## config.mk

```make
export PLATFORM = sky130hd
export DESIGN_NAME = mux2x1_rr_arb
export DESIGN_NICKNAME = d
export VERILOG_FILES = /design/src/rtl/mux2x1_rr_arb.sv
export SDC_FILE = /design/constraint.sdc
export NUM_CORES = 1
export LEC_CHECK = 0
export CAP_MARGIN = 5
export CORE_AREA = 2 2 39 41
export CTS_CLUSTER_SIZE = 14
export DETAILED_ROUTE_END_ITERATION = 16
export DIE_AREA = 0 0 41 43
export SYNTH_ARGS = -nofsm -noshare
export SYNTH_HDL_FRONTEND = slang
export SYNTH_SLANG_ARGS = --single-unit
```

## constraint.sdc

```tcl
create_clock -name clk -period 2.1 [get_ports clk]
set_input_delay 0.315 -clock clk [delete_from_list [all_inputs] [get_ports clk]]
set_output_delay 0.315 -clock clk [all_outputs]
set_load 0.005 [all_outputs]
```

## src/rtl/mux2x1_rr_arb.sv

```systemverilog
// Round-robin select generator for a 2:1 mux: arbitrates two valid/ready sources
// and holds the granted word and its select in a 1-entry output register.
module mux2x1_rr_arb #(
    parameter int unsigned WIDTH = 1
) (
    input  logic             clk,
    input  logic             rst,
    input  logic             a0_valid,
    input  logic [WIDTH-1:0] a0,
    output logic             a0_ready,
    input  logic             a1_valid,
    input  logic [WIDTH-1:0] a1,
    output logic             a1_ready,
    output logic             s,
    output logic             y_valid,
    output logic [WIDTH-1:0] y,
    input  logic             y_ready
);

    typedef enum logic {
        EMPTY = 1'b0,
        FULL  = 1'b1
    } state_t;

    state_t state;
    state_t state_next;
    logic   prio;
    logic   can_load;
    logic   grant0;
    logic   grant1;

    assign y_valid  = (state == FULL);
    assign a0_ready = grant0;
    assign a1_ready = grant1;

    // Grant and next-state; prio breaks ties only when both sources are valid.
    always_comb begin
        state_next = state;
        grant0     = 1'b0;
        grant1     = 1'b0;
        can_load   = (state == EMPTY) | y_ready;
        if (!rst && can_load) begin
            if (a0_valid && (!a1_valid || !prio)) begin
                grant0 = 1'b1;
            end else if (a1_valid) begin
                grant1 = 1'b1;
            end
        end
        if (grant0 || grant1) begin
            state_next = FULL;
        end else if (state == FULL && y_ready) begin
            state_next = EMPTY;
        end
    end

    // State, output word/select and priority pointer; y and s hold on drain.
    always_ff @(posedge clk) begin
        if (rst) begin
            state <= EMPTY;
            y     <= '0;
            s     <= 1'b0;
            prio  <= 1'b0;
        end else begin
            state <= state_next;
            if (grant0 || grant1) begin
                y    <= grant1 ? a1 : a0;
                s    <= grant1;
                prio <= grant0;
            end
        end
    end

endmodule
```

Yosys cells after proc, flatten, opt, wreduce, memory -nomap -nowiden
Cells that the tools add are included.
{"block": "totals", "reg_bits": 4, "output_inout_bits": 5, "word_cells": 23}
{"block": "op_classes", "muxes": 8, "n_bitwise": 2, "n_reduce_logical": 9}
{"op": "1-bit 2-to-1 mux", "n": 8}
{"op": "1-bit logical AND", "n": 3}
{"op": "1-bit logical NOT", "n": 3}
{"op": "1-bit logical OR", "n": 2}
{"op": "2-bit nonzero test", "n": 1}
{"op": "1-bit NOT", "n": 1}
{"op": "1-bit bitwise OR", "n": 1}

Depth between registers and ports, before layout
Gate-level depths: netlist of the first run.
{"block": "depth", "depth_word": 7, "ltp_mapped": 3, "mapped_depth_nobuf": 3}

Worst setup path before layout of the first run
Ideal clock, no wire load.
{"block": "synth_path", "kind": "flip-flop to output port", "from": "register state, in the netlist y_valid", "to": "output port a0_ready", "t_arrival_ns": 0.676, "path_slack_ns": 1.109, "path_stages_with_launch": 3, "cell_sequence": "dfxtp_1 -> nor2b_1 -> nor3_1"}
{"block": "synth_via", "elab_chain_len": 4}
{"item": "from (decl)", "line": "25", "source": "state_t state;"}
{"item": "from (signal assigned)", "line": "64", "source": "state <= state_next;"}
{"item": "1-bit NOT", "line": "41", "source": "can_load = (state == EMPTY) | y_ready;"}
{"item": "1-bit bitwise OR", "line": "41"}
{"item": "1-bit logical AND", "line": "42", "source": "if (!rst && can_load) begin"}
{"item": "1-bit 2-to-1 mux", "line": "42"}
{"item": "to (decl)", "line": "10", "source": "output logic a0_ready,"}
Every way passes these cells.

Final worst setup path of the first run
{"block": "layout_path", "from": "input port a0_valid", "to": "output port a1_ready"}
{"block": "layout_via", "elab_chain_len": 3}
{"item": "from (decl)", "line": "8", "source": "input logic a0_valid,"}
{"item": "1-bit logical AND", "line": "43", "source": "if (a0_valid && (!a1_valid || !prio)) begin"}
{"item": "1-bit 2-to-1 mux", "line": "43"}
{"item": "1-bit 2-to-1 mux", "line": "42"}
{"item": "to (decl)", "line": "13", "source": "output logic a1_ready,"}
Every way passes these cells.

==> results of run 1 <==
[Yosys cell counts]
master and number:
a311oi_1 1, a21bo_1 1, nand2_1 3, nand2b_2 1
nor3_1 3, nor2_1 2, dfxtp_1 4, nand3_1 1
a221oi_2 1, a21oi_1 3, nor2b_1 1, o21ai_0 2
nand2b_1 1, inv_1 2
[kinds of logic after synthesis]
family,after synthesis,share of synthesized area [%]
AO/OA/AOI/OAI,8,28.5
flip-flops,4,38.8
buffers and inverters,2,3.64
AND/OR/NAND/NOR,12,29.1
[cell usage in the layout, fill, tap and decap left out, types with 2 or more instances in the layout]
| cell | n |
|---|---|
| a21oi_1 | 3 |
| buf_4 | 3 |
| clkbuf_4 | 3 |
| clkdlybuf4s50_1 | 11 |
| dfxtp_1 | 4 |
| inv_1 | 2 |
| nand2_1 | 3 |
| nor2_1 | 2 |
| nor3_1 | 3 |
| o21ai_0 | 2 |
[worst min-delay path, cell delays in order (launching register included)]
cell and delay [ps]:
dfxtp_1 300, inv_1 60, a221oi_2 50
[path summary, 6_finish.rpt]
path | slack [ps] | endpoint | depth (start not counted) | from
setup / recovery | 170 | a1_ready | 5 | a0_valid
hold / removal | 450 | y | 2 | y
setup reg to reg | 1060 | y | 3 | y_valid
hold reg to reg | 450 | y | 2 | y
[where the power goes]
group / switching, W / leakage [nW] / internal, W
registers: 0.00000316 / 0.0333 / 0.0000828
clock network: 0.0000310 / 0.0138 / 0.0000639
logic: 0.0000212 / 0.107 / 0.0000350
total: 0.0000554 / 0.154 / 0.000182
[area by class of cell]
class                   instances  share of cell area [%]
well taps                      16                    5.25
repair buffers                 14                    34.8
clock buffers                   3                    5.90
inverters                       2                    1.97
multi-input cells              20                    31.1
flip-flops and latches          4                    21.0
[through the flow]
| step | total power [W] | setup slack (ps) | std cells |
|---|---|---|---|
| floorplan | 0.000108 | 1110 | 26 |
| global placement | 0.000144 | 157 | 56 |
| detailed placement | 0.000144 | 146 | 56 |
| CTS | 0.000243 | 145 | 59 |
| global route | 0.000257 | 49.0 | 59 |
| finish | 0.000237 | 173 | 59 |
[state kept, by name, summed over array words and instances (netlist names)]
signal,flops
prio,1
s,1
y,1
y_valid,1
[routing by layer]
metal | up-vias | global-route usage (%)
met4 | 0 | 4.00
met5 | - | 0
met3 | 4 | 9.42
met1 | 96 | 11.5
li1 | 128 | -
met2 | 10 | 10.0
==> metrics.txt, run 1 <==
IO Count=12; critical path arrival=1610 ps; Hold Fails Final Rpt=0; Die Y-Extent=43 µm; Top Metal Used=met4; Buffers on Ports=11; layout net count=52; CP most frequent cell=clkdlybuf4s50_1; Area contributors post-synth=dfxtp_1 39%, a21oi_1 7.3%, nor3_1 7.3%, a221oi_2 7.3%, nand2_1 5.5%; syn_area_per_cell=7.94 µm²; synth warn=0; layout cells sized above 1=18.6%; DRT antenna net count=0; synth unique cells=14; DRC=0; CP delay by family, top=buffers and inverters; TritonCTS sink count=4; Sequential cell area=80.1 µm²; worst min-delay path class=reg -> reg; Max VDD drop=0.372 mV; Total Routing Usage GR=9.23%; Max Fclk=519 MHz; slowest stage cell, crit path=clkdlybuf4s50_1; CP Data Required Time=1780 ps; CP Cell Sequence=clkdlybuf4s50_1 > nand2b_2 > nand2_1 > nor3_1 > clkdlybuf4s50_1; Worst Setup Start Kind=input port; post-synthesis sequential area ratio=38.8%; number of global-route vias before repair=236; fin. max-slew vios=0; largest fanout on the critical path=4; first-pass GRT wire length=1.01 mm; vias=238; CTS H-Tree Depth=1; Vias per Instance=4.03; Iter 0 DRT Violations=3; worst hold slack=452 ps; CTS buffer count=3; Root Buffer=clkbuf_4; total wire length=501 µm; final instance area=382 µm²; worst-margin pin slew=333 ps; post-layout min period=1930 ps; Layout Utilization=27.6%; Final period util=91.7%; post-CTS sizing=0; WS Path Type=in -> out; TritonCTS clock tree=done; Placed Area=359 µm²; RSZ-0062 raised after global routing=false; footprint of the multi-input gates=119 µm²; Power Dens Cells=621 nW/µm²; met3 WL=56 µm; Placer Congestion=0.767; fillers=158; clock-pin slew on the worst setup and hold paths=40 ps; first-pass detailed-route iteration total=2; top-area cell type share of the netlist area=38.8%; Placeable Area=1380 µm²; worst path bufs/invs=2; die area=1760 µm²; Static Leakage=0.154 nW; Worst setup EP type=output port; status=complete, no violations; met2 wire length=194 µm; max incr delay on CP=530 ps; Skew-Pair Late Insertion Delay=240 ps; Final Setup Violations=0; Fin Setup TNS=0 ps; Mapped Area=206 µm²; Area Growth Syn to Fin=84.8%; antenna fix cells=0; #FFs+latches synth=4; Post-DP HPWL=421 µm; Mapped Nets=33; max_slew headroom=77.8%; WL/cell=8.49 µm; routed length on met1=235 µm; clk buf depth=2; num rows=14; setup bufs post-CTS=0; die width=41 µm; initial antenna violation count=0; clk_skew=4.17 ps; total gr overflow=0; Cells after Synth=26; largest net degree at the start of global routing=6; Starting Density=14.9%; hold_buf cts=0; max-cap violations=0; leading area contributor after synthesis=dfxtp_1
Note: power is estimated with default switching activity, not from simulation.
==> inputs of run 2 (changes only) <==
--- a/config.mk
+++ b/config.mk
@@ -5,6 +5,7 @@
 export SDC_FILE = /design/constraint.sdc
 export NUM_CORES = 1
 export LEC_CHECK = 0
+export ABC_AREA = 1
 export CAP_MARGIN = 5
 export CORE_AREA = 2 2 39 41
 export CTS_CLUSTER_SIZE = 14
==> metrics.txt, run 2 <==
Area Growth Syn to Fin=74.0%; Pwr Total=0.000234 W; GR Util met3=3.66%; synth unique cells=12; CP Data Required Time=1780 ps; register-to-register setup slack=1070 ps; Worst setup EP type=output port; Fin Setup TNS=0 ps; Placer Congestion=0.691; fillers=164; post-synthesis sequential area ratio=37.0%; num rows=14; Static Leakage=0.161 nW; met2 usage=8.75%; DRC=0; synth cell count leaders=6 x inv_1, 4 x a21oi_1, 4 x dfxtp_1, 4 x nand2_1, 3 x nor2_2; worst hold path startpoint=s; worst path bufs/invs=2; post-layout min period=2010 ps; first-pass GRT wire length=828 µm; DRT antenna net count=0; Power Dens Cells=621 nW/µm²; Post-synth EDFFs=0; Final Setup Violations=0; Worst R2R End=y; WS Path Type=in -> out; max_slew headroom=89.0%; Total Routing Usage GR=7.12%; Worst Setup Start Kind=input port; worst hold path depth=2; CP Cell Sequence=clkdlybuf4s50_1 > nand2_1 > nand2_2 > nand2_1 > nor2_4 > clkdlybuf4s50_1; most common cell after layout, fill and taps aside=clkdlybuf4s50_1; CP delay by family, top=buffers and inverters; Mapped Nets=38; Area contributors post-synth=dfxtp_1 37%, inv_1 10%, a21oi_1 9.2%, nor2_2 8.7%, nand2_1 6.9%; layout cells sized above 1=21.7%; clk_skew=0.988 ps; Mapped Area=216 µm²; #FFs+latches synth=4; TritonCTS sink count=4; CTS buffer count=3; leading cell types in the layout, fill and taps excluded=11 x clkdlybuf4s50_1, 6 x inv_1, 4 x nand2_1, 4 x a21oi_1, 4 x dfxtp_1; Final period util=95.5%; number of global-route vias before repair=217; layout net count=55; Reg-to-Reg Start=y_valid; dpl ws=96.8 ps; Placeable Area=1380 µm²; Starting Density=15.6%; syn_area_per_cell=6.98 µm²; initial antenna violation count=0; Vias per Instance=3.85; Post-DP HPWL=413 µm; clk buf depth=2; Max Fclk=498 MHz; antenna fix cells=0; total wire length=527 µm; Root Buffer=clkbuf_4; largest net degree at the start of global routing=6; ys async rst share=0%; die width=41 µm; hold_buf cts=0; Max VDD drop=0.224 mV; slowest stage cell, crit path=clkdlybuf4s50_1; die area=1760 µm²; footprint of the multi-input gates=114 µm²; Sequential cell area=80.1 µm²; post-CTS sizing=0; GRT Max-Usage Layer=met2; Skew-Pair Late Insertion Delay=230 ps; synth warn=0; worst-margin pin slew=165 ps; largest fanout on the critical path=4; Buffers on Ports=11; dpl cells=59; leading area contributor after synthesis=dfxtp_1; fin. max-slew vios=0; dominant synthesized flop cell=dfxtp_1; critical path arrival=1690 ps; Iter 0 DRT Violations=1; Final Instance Count excl. Fillers=62; status=complete, no violations; final worst setup slack=93.8 ps; top-area cell type share of the netlist area=37.0%; max incr delay on CP=510 ps; WHS Endpoint=s; Cells after Synth=31; setup bufs post-CTS=0; GR Util met1=8.65%; clock-pin slew on the worst setup and hold paths=40 ps; IO Count=12; RSZ-0062 raised after global routing=false; CTS H-Tree Depth=1; WL/cell=8.50 µm; R2R cell count=6; max-cap violations=0; total gr overflow=0; worst min-delay path class=reg -> reg; count leader, synth=inv_1; vias=239; Hold Fails Final Rpt=0; Die Y-Extent=43 µm; TritonCTS clock tree=done; first-pass detailed-route iteration total=3
run 2: metrics by stage:
step / cell area (µm²) / utilization, % / hold slack, ps
floorplan: 216 / - / 384
global placement: 354 / 25.6 / 483
detailed placement: 354 / 25.6 / 495
CTS: 377 / 27.2 / 499
global route: 377 / 27.2 / 527
finish: 377 / 27.2 / 497
run 2: cells by family after synthesis:
group | Yosys count | share of synthesized area, %
compound gates | 8 | 20.2
buf+inv | 6 | 10.4
flops | 4 | 37.0
simple gates | 13 | 32.4
run 2: cell type report:
type,instances,area share [%]
multi-input combinational,21,30.2
sequential,4,21.3
inverter,6,5.98
clock buffer,3,5.98
timing repair buffer,12,31.2
tap,16,5.32
run 2: worst register-to-register path, delay by kind of cell, from the launching register on:
kind / cells / cell delay [ps]
AND/OR/NAND/NOR: 5 / 450
flip-flops: 1 / 310
AO/OA/AOI/OAI: 1 / 180
run 2: how the worst max path moves through the flow:
stage	startpoint	endpoint	slack [ps]	depth (start not counted)
after floorplan	prio	a1_ready	1140	4
after global placement	a1_valid	a1_ready	90	6
after detailed placement	a1_valid	a1_ready	100	6
after CTS	y_ready	a1_ready	90	6
after global routing	a1_valid	a1_ready	20	6
final	a1_valid	a1_ready	90	6
run 2: per-layer routing:
metal | vias to the layer above | share of wire (%)
met3 | 0 | 9.7
li1 | 130 | -
met2 | 9 | 47
met5 | - | 0
met4 | 0 | 0
met1 | 100 | 43
run 2: where the power goes:
| group | internal [W] | total [W] | switching, W |
|---|---|---|---|
| Sequential | 0.0000827 | 0.0000862 | 0.00000345 |
| Combinational | 0.0000307 | 0.0000541 | 0.0000234 |
| Clock | 0.0000638 | 0.0000936 | 0.0000298 |
| Total | 0.000177 | 0.000234 | 0.0000566 |
